## src/rtl/serial_slice_adder_pkg.sv

```systemverilog
// Shared constants for the serial slice adder: FSM encodings and slice width.
package serial_slice_adder_pkg;

    localparam int unsigned SLICE_W = 2;

    typedef enum logic [1:0] {
        IDLE = 2'b00,
        ADD  = 2'b01,
        DONE = 2'b10
    } state_t;

endpackage

```

## src/rtl/serial_slice_adder_slice.sv

```systemverilog
// Slice datapath: a 2-bit ripple adder with external carry-in, built from two full adders.
module full_adder (
    input  logic A,
    input  logic B,
    input  logic Cin,
    output logic Sum,
    output logic Cout
);

    always_comb begin
        Sum  = A ^ B ^ Cin;
        Cout = (A & B) | (Cin & (A ^ B));
    end

endmodule

module adder_2bit_ci
    import serial_slice_adder_pkg::*;
(
    output logic [SLICE_W-1:0] Sum,
    output logic               Cout,
    input  logic [SLICE_W-1:0] A,
    input  logic [SLICE_W-1:0] B,
    input  logic               Cin
);

    logic c_mid;

    full_adder u_fa0 (
        .A    (A[0]),
        .B    (B[0]),
        .Cin  (Cin),
        .Sum  (Sum[0]),
        .Cout (c_mid)
    );

    full_adder u_fa1 (
        .A    (A[1]),
        .B    (B[1]),
        .Cin  (c_mid),
        .Sum  (Sum[1]),
        .Cout (Cout)
    );

endmodule

```

## src/rtl/serial_slice_adder.sv

```systemverilog
// Sequential WIDTH-bit adder: two bits per cycle through adder_2bit_ci, carry kept in a register.
module serial_slice_adder
    import serial_slice_adder_pkg::*;
#(
    parameter int unsigned WIDTH = 8
) (
    input  logic             Clk,
    input  logic             Rst,
    input  logic             Start,
    input  logic [WIDTH-1:0] A,
    input  logic [WIDTH-1:0] B,
    output logic             Busy,
    output logic             Done,
    output logic [WIDTH-1:0] Result,
    output logic             Carry
);

    localparam int unsigned SLICES = WIDTH / SLICE_W;
    localparam int unsigned CNT_W  = (SLICES > 1) ? $clog2(SLICES) : 1;

    state_t state, state_next;

    logic [WIDTH-1:0]   a_sh, b_sh, r_sh, r_next;
    logic               carry_reg;
    logic [CNT_W-1:0]   count;
    logic [SLICE_W-1:0] slice_sum;
    logic               slice_cout;
    logic               accept, last;

    adder_2bit_ci u_slice (
        .Sum  (slice_sum),
        .Cout (slice_cout),
        .A    (a_sh[SLICE_W-1:0]),
        .B    (b_sh[SLICE_W-1:0]),
        .Cin  (carry_reg)
    );

    assign accept = Start && ((state == IDLE) || (state == DONE));
    assign last   = (count == CNT_W'(SLICES - 1));
    // Shift form keeps a single expression valid down to WIDTH == SLICE_W.
    assign r_next = (r_sh >> SLICE_W) | (WIDTH'(slice_sum) << (WIDTH - SLICE_W));

    always_ff @(posedge Clk) begin
        if (Rst) state <= IDLE;
        else     state <= state_next;
    end

    always_comb begin
        state_next = state;
        case (state)
            IDLE:    if (Start) state_next = ADD;
            ADD:     if (last)  state_next = DONE;
            DONE:    state_next = Start ? ADD : IDLE;
            default: state_next = IDLE;
        endcase
    end

    always_comb begin
        Busy = (state == ADD);
        Done = (state == DONE);
    end

    always_ff @(posedge Clk) begin
        if (Rst) begin
            a_sh      <= '0;
            b_sh      <= '0;
            r_sh      <= '0;
            carry_reg <= 1'b0;
            count     <= '0;
            Result    <= '0;
            Carry     <= 1'b0;
        end else if (accept) begin
            a_sh      <= A;
            b_sh      <= B;
            carry_reg <= 1'b0;
            count     <= '0;
        end else if (state == ADD) begin
            a_sh      <= a_sh >> SLICE_W;
            b_sh      <= b_sh >> SLICE_W;
            r_sh      <= r_next;
            carry_reg <= slice_cout;
            count     <= count + CNT_W'(1);
            if (last) begin
                Result <= r_next;
                Carry  <= slice_cout;
            end
        end
    end

endmodule

```

## config.mk

```make
export PLATFORM = sky130hd
export DESIGN_NAME = serial_slice_adder
export DESIGN_NICKNAME = d
export VERILOG_FILES = /design/src/rtl/serial_slice_adder_pkg.sv /design/src/rtl/serial_slice_adder_slice.sv /design/src/rtl/serial_slice_adder.sv
export SDC_FILE = /design/constraint.sdc
export NUM_CORES = 1
export LEC_CHECK = 0
export BUFFER_PORTS_ARGS = -buffer_cell sky130_fd_sc_hd__buf_2
export CAP_MARGIN = 40
export CORE_MARGIN = 2
export CORE_UTILIZATION = 50
export CTS_CLUSTER_DIAMETER = 60
export DETAILED_ROUTE_END_ITERATION = 8
export PLACE_DENSITY = 0.71
export SLEW_MARGIN = 20
export SYNTH_ARGS = -nofsm -noshare
export SYNTH_HDL_FRONTEND = slang
export SYNTH_SLANG_ARGS = --single-unit
```

## constraint.sdc

```tcl
create_clock -name Clk -period 2.4 [get_ports Clk]
set_clock_uncertainty 0.1 [all_clocks]
set_input_delay 0.24 -clock Clk [delete_from_list [all_inputs] [get_ports Clk]]
set_output_delay 0.24 -clock Clk [all_outputs]
set_load 0.005 [all_outputs]
```

==> flow_metrics.tcl <==
set metrics [dict create \
    ff2ff_path_depth 4 \
    drv_cap 0 \
    ant_nets 0 \
    p_sw_share_pct 26.1 \
    syn-num-nets 186 \
    grtUsageTotal_pct 19.8 \
    synth.ff_latch_count 36 \
    routed_wl_um 2930 \
    path_clk_slew_ps 100 \
    yosysTopAreaCell "dfxtp_1" \
    drtPass1Iterations 6 \
    synthArstFlopShare_pct 0 \
    tritoncts "built" \
    n_antenna_cell 0 \
    clock_sinks 36 \
    drt_iter0_drc 50 \
    nNetsFinal 212 \
    finalCritPeriodShare_pct 72.5 \
    intPower_uw 832 \
    drv_slew 0 \
    finalSetupViolations 0 \
    clkPwrFrac_pct 29.6 \
    start_kind "register" \
    cp.required_ps 2540 \
    max_slew.worst_pin.slew_ps 709 \
    cts_root_buffer "clkbuf_4" \
    critPathArrivalTime_ps 1880 \
    dieHeight_um 58.7 \
    wl_per_cell_um 13.2 \
    fillers 268 \
    drc 3 \
    reg_top3 "Result (8), a_sh (8), b_sh (8)" \
    htreeDepth 2 \
    fin_crit_ps 1740 \
    post_cts_resized 0 \
    start_util_pct 53.3 \
    slew_headroom_pct 52.8 \
    max_stage_delay_ps 430 \
    portBuffers 29 \
    p_per_area_nw_per_um2 672 \
    crit_path_cell_trace "inv_1, fa_1, fa_1, a2111oi_2" \
    synthCells 164 \
    stdcell_count 222 \
    setup_tns_ps 0 \
    reg2reg_slack_ps 660 \
    dieArea_um2 3450 \
    yosys_warnings 0 \
    combPwrFrac_pct 13.1 \
    cp-end-kind "register" \
    switchingPower_uw 294 \
    die-width_um 58.7 \
    synthTopCellsByCount "dfxtp_1, nand2_1, a21oi_1, nor2_1, a311oi_2" \
    coreArea_um2 2810 \
    synth_area_um2 1500 \
    rsz0062_at_grt "false" \
    drive_above_1_share_pct 25.1 \
    ctsHoldBuffers 0 \
    dp_cells 214 \
    grt_pass1_wl_um 5070 \
    synth.distinct_cells 28 \
    num_vias 1225 \
    crit_path_frequent_cell "fa_1" \
    hold_depth 3 \
    pwr-share-seq_pct 57.3 \
    synth_edf_count 0 \
    hold_viol_final 0 \
    cpMaxStageDelayCell "fa_1" \
    crit_type "register to register" \
    p_leak_nw 0.644 \
    max_freq_ghz 0.575 \
    synthFlopType "dfxtp_1" \
    gr-total-overflow 0 \
    outcome "finished, violations left" \
    hold_class "primary input to register" \
    grt_max_degree 37 \
    synth_top_area_share_pct 48.2 \
    postCtsSetupBuffers 0 \
    irDropWorstVdd_mv 0.414 \
    cts_buffers 5 \
    synth_area_per_cell_um2 9.12 \
    area_growth_pct 11.9 \
    clock_latency_ps 340 \
    cts.path.max_buffers 2 \
    gp_congestion 0.698 \
    violations "design-rule violations" \
    first_global_vias 1172 \
    antenna_found_initial 0 \
    seq_area_frac_synth_pct 48.2 \
    ys_top_cells_by_area "dfxtp_1, nand2_1, a311oi_2" \
    dp_hpwl_um 1980 \
    num_rows 19 \
    post_drt_via_cell_ratio 5.52 \
    cp_max_fo 2 \
    io_pins 30 \
]
==> worst max-delay path: cells and delay by family, from the launching register on <==
family          cells  cell delay, ps
buf+inv             1              60
fa+ha+maj           2             840
compound gates      1             300
flops               1             350
==> power by group through the flow <==
stage          clock network [mW]  registers, mW  logic (mW)
2_1_floorplan                   0          0.654       0.118
3_3_place_gp                    0          0.657       0.141
3_5_place_dp                    0          0.658       0.147
4_1_cts                     0.341          0.645       0.148
5_1_grt                     0.370          0.649       0.164
6_report                    0.334          0.645       0.147
==> layer usage <==
| metal | GRT usage [%] | wire (um) |
|---|---|---|
| met1 | 24.4 | 1290 |
| met2 | 30.7 | 1400 |
| met3 | 7.25 | 212 |
| met4 | 9.74 | 29 |
| met5 | 0 | 0 |
==> path summary, 6_finish.rpt <==
path         startpoint   endpoint
max           carry_reg  carry_reg
min                A[6]    a_sh[6]
max reg2reg   carry_reg  carry_reg
min reg2reg     r_sh[2]  Result[0]
==> cell type report <==
type | instances | area [um2] | share of cell area, %
clock buffers | 8 | 58.8 | 3.51
inverters | 6 | 23.8 | 1.42
multi-input cells | 109 | 664 | 39.7
flip-flops and latches | 36 | 721 | 43.0
well taps | 31 | 38.8 | 2.32
repair buffers | 32 | 168 | 10.0
==> stage by stage <==
| stage | setup WS [ps] | instance area, um2 | power [mW] | hold slack (ps) | util [%] |
|---|---|---|---|---|---|
| 6_report | 659 | 1670 | 1.13 | 40.8 | 59.7 |
| 5_1_grt | 528 | 1670 | 1.18 | 32.7 | 59.7 |
| 3_3_place_gp | 727 | 1620 | 0.798 | 341 | 57.6 |
| 4_1_cts | 640 | 1670 | 1.13 | 28.4 | 59.7 |
| 2_1_floorplan | 745 | 1500 | 0.772 | 276 | - |
| 3_5_place_dp | 688 | 1620 | 0.805 | 343 | 57.6 |
==> cell usage in the layout, fill, tap and decap left out, drive strengths merged <==
| cell | instances |
|---|---|
| nor3 | 4 |
| ha | 1 |
| nand2b | 2 |
| dfxtp | 36 |
| nor2 | 15 |
| clkinv | 1 |
| fa | 2 |
| and3b | 1 |
| mux2i | 3 |
| xnor2 | 1 |
| nor2b | 2 |
| o21a | 1 |
| nand3 | 5 |
| a2111oi | 1 |
| inv | 5 |
| clkbuf | 8 |
| a21oi | 15 |
| o22ai | 2 |
| a22oi | 3 |
| buf | 32 |
| nand2 | 36 |
| nand3b | 1 |
| a211oi | 5 |
| a311oi | 9 |
==> cells by family after synthesis <==
logic type | synth area share [%]
buffers and inverters | 7.44
XOR/XNOR | 0.585
AO/OA/AOI/OAI | 19.6
AND/OR/NAND/NOR | 18.7
adder cells (fa/ha/maj) | 3.51
multiplexers | 2.01
flip-flops | 48.2
Note: power is estimated with default switching activity, not from simulation.
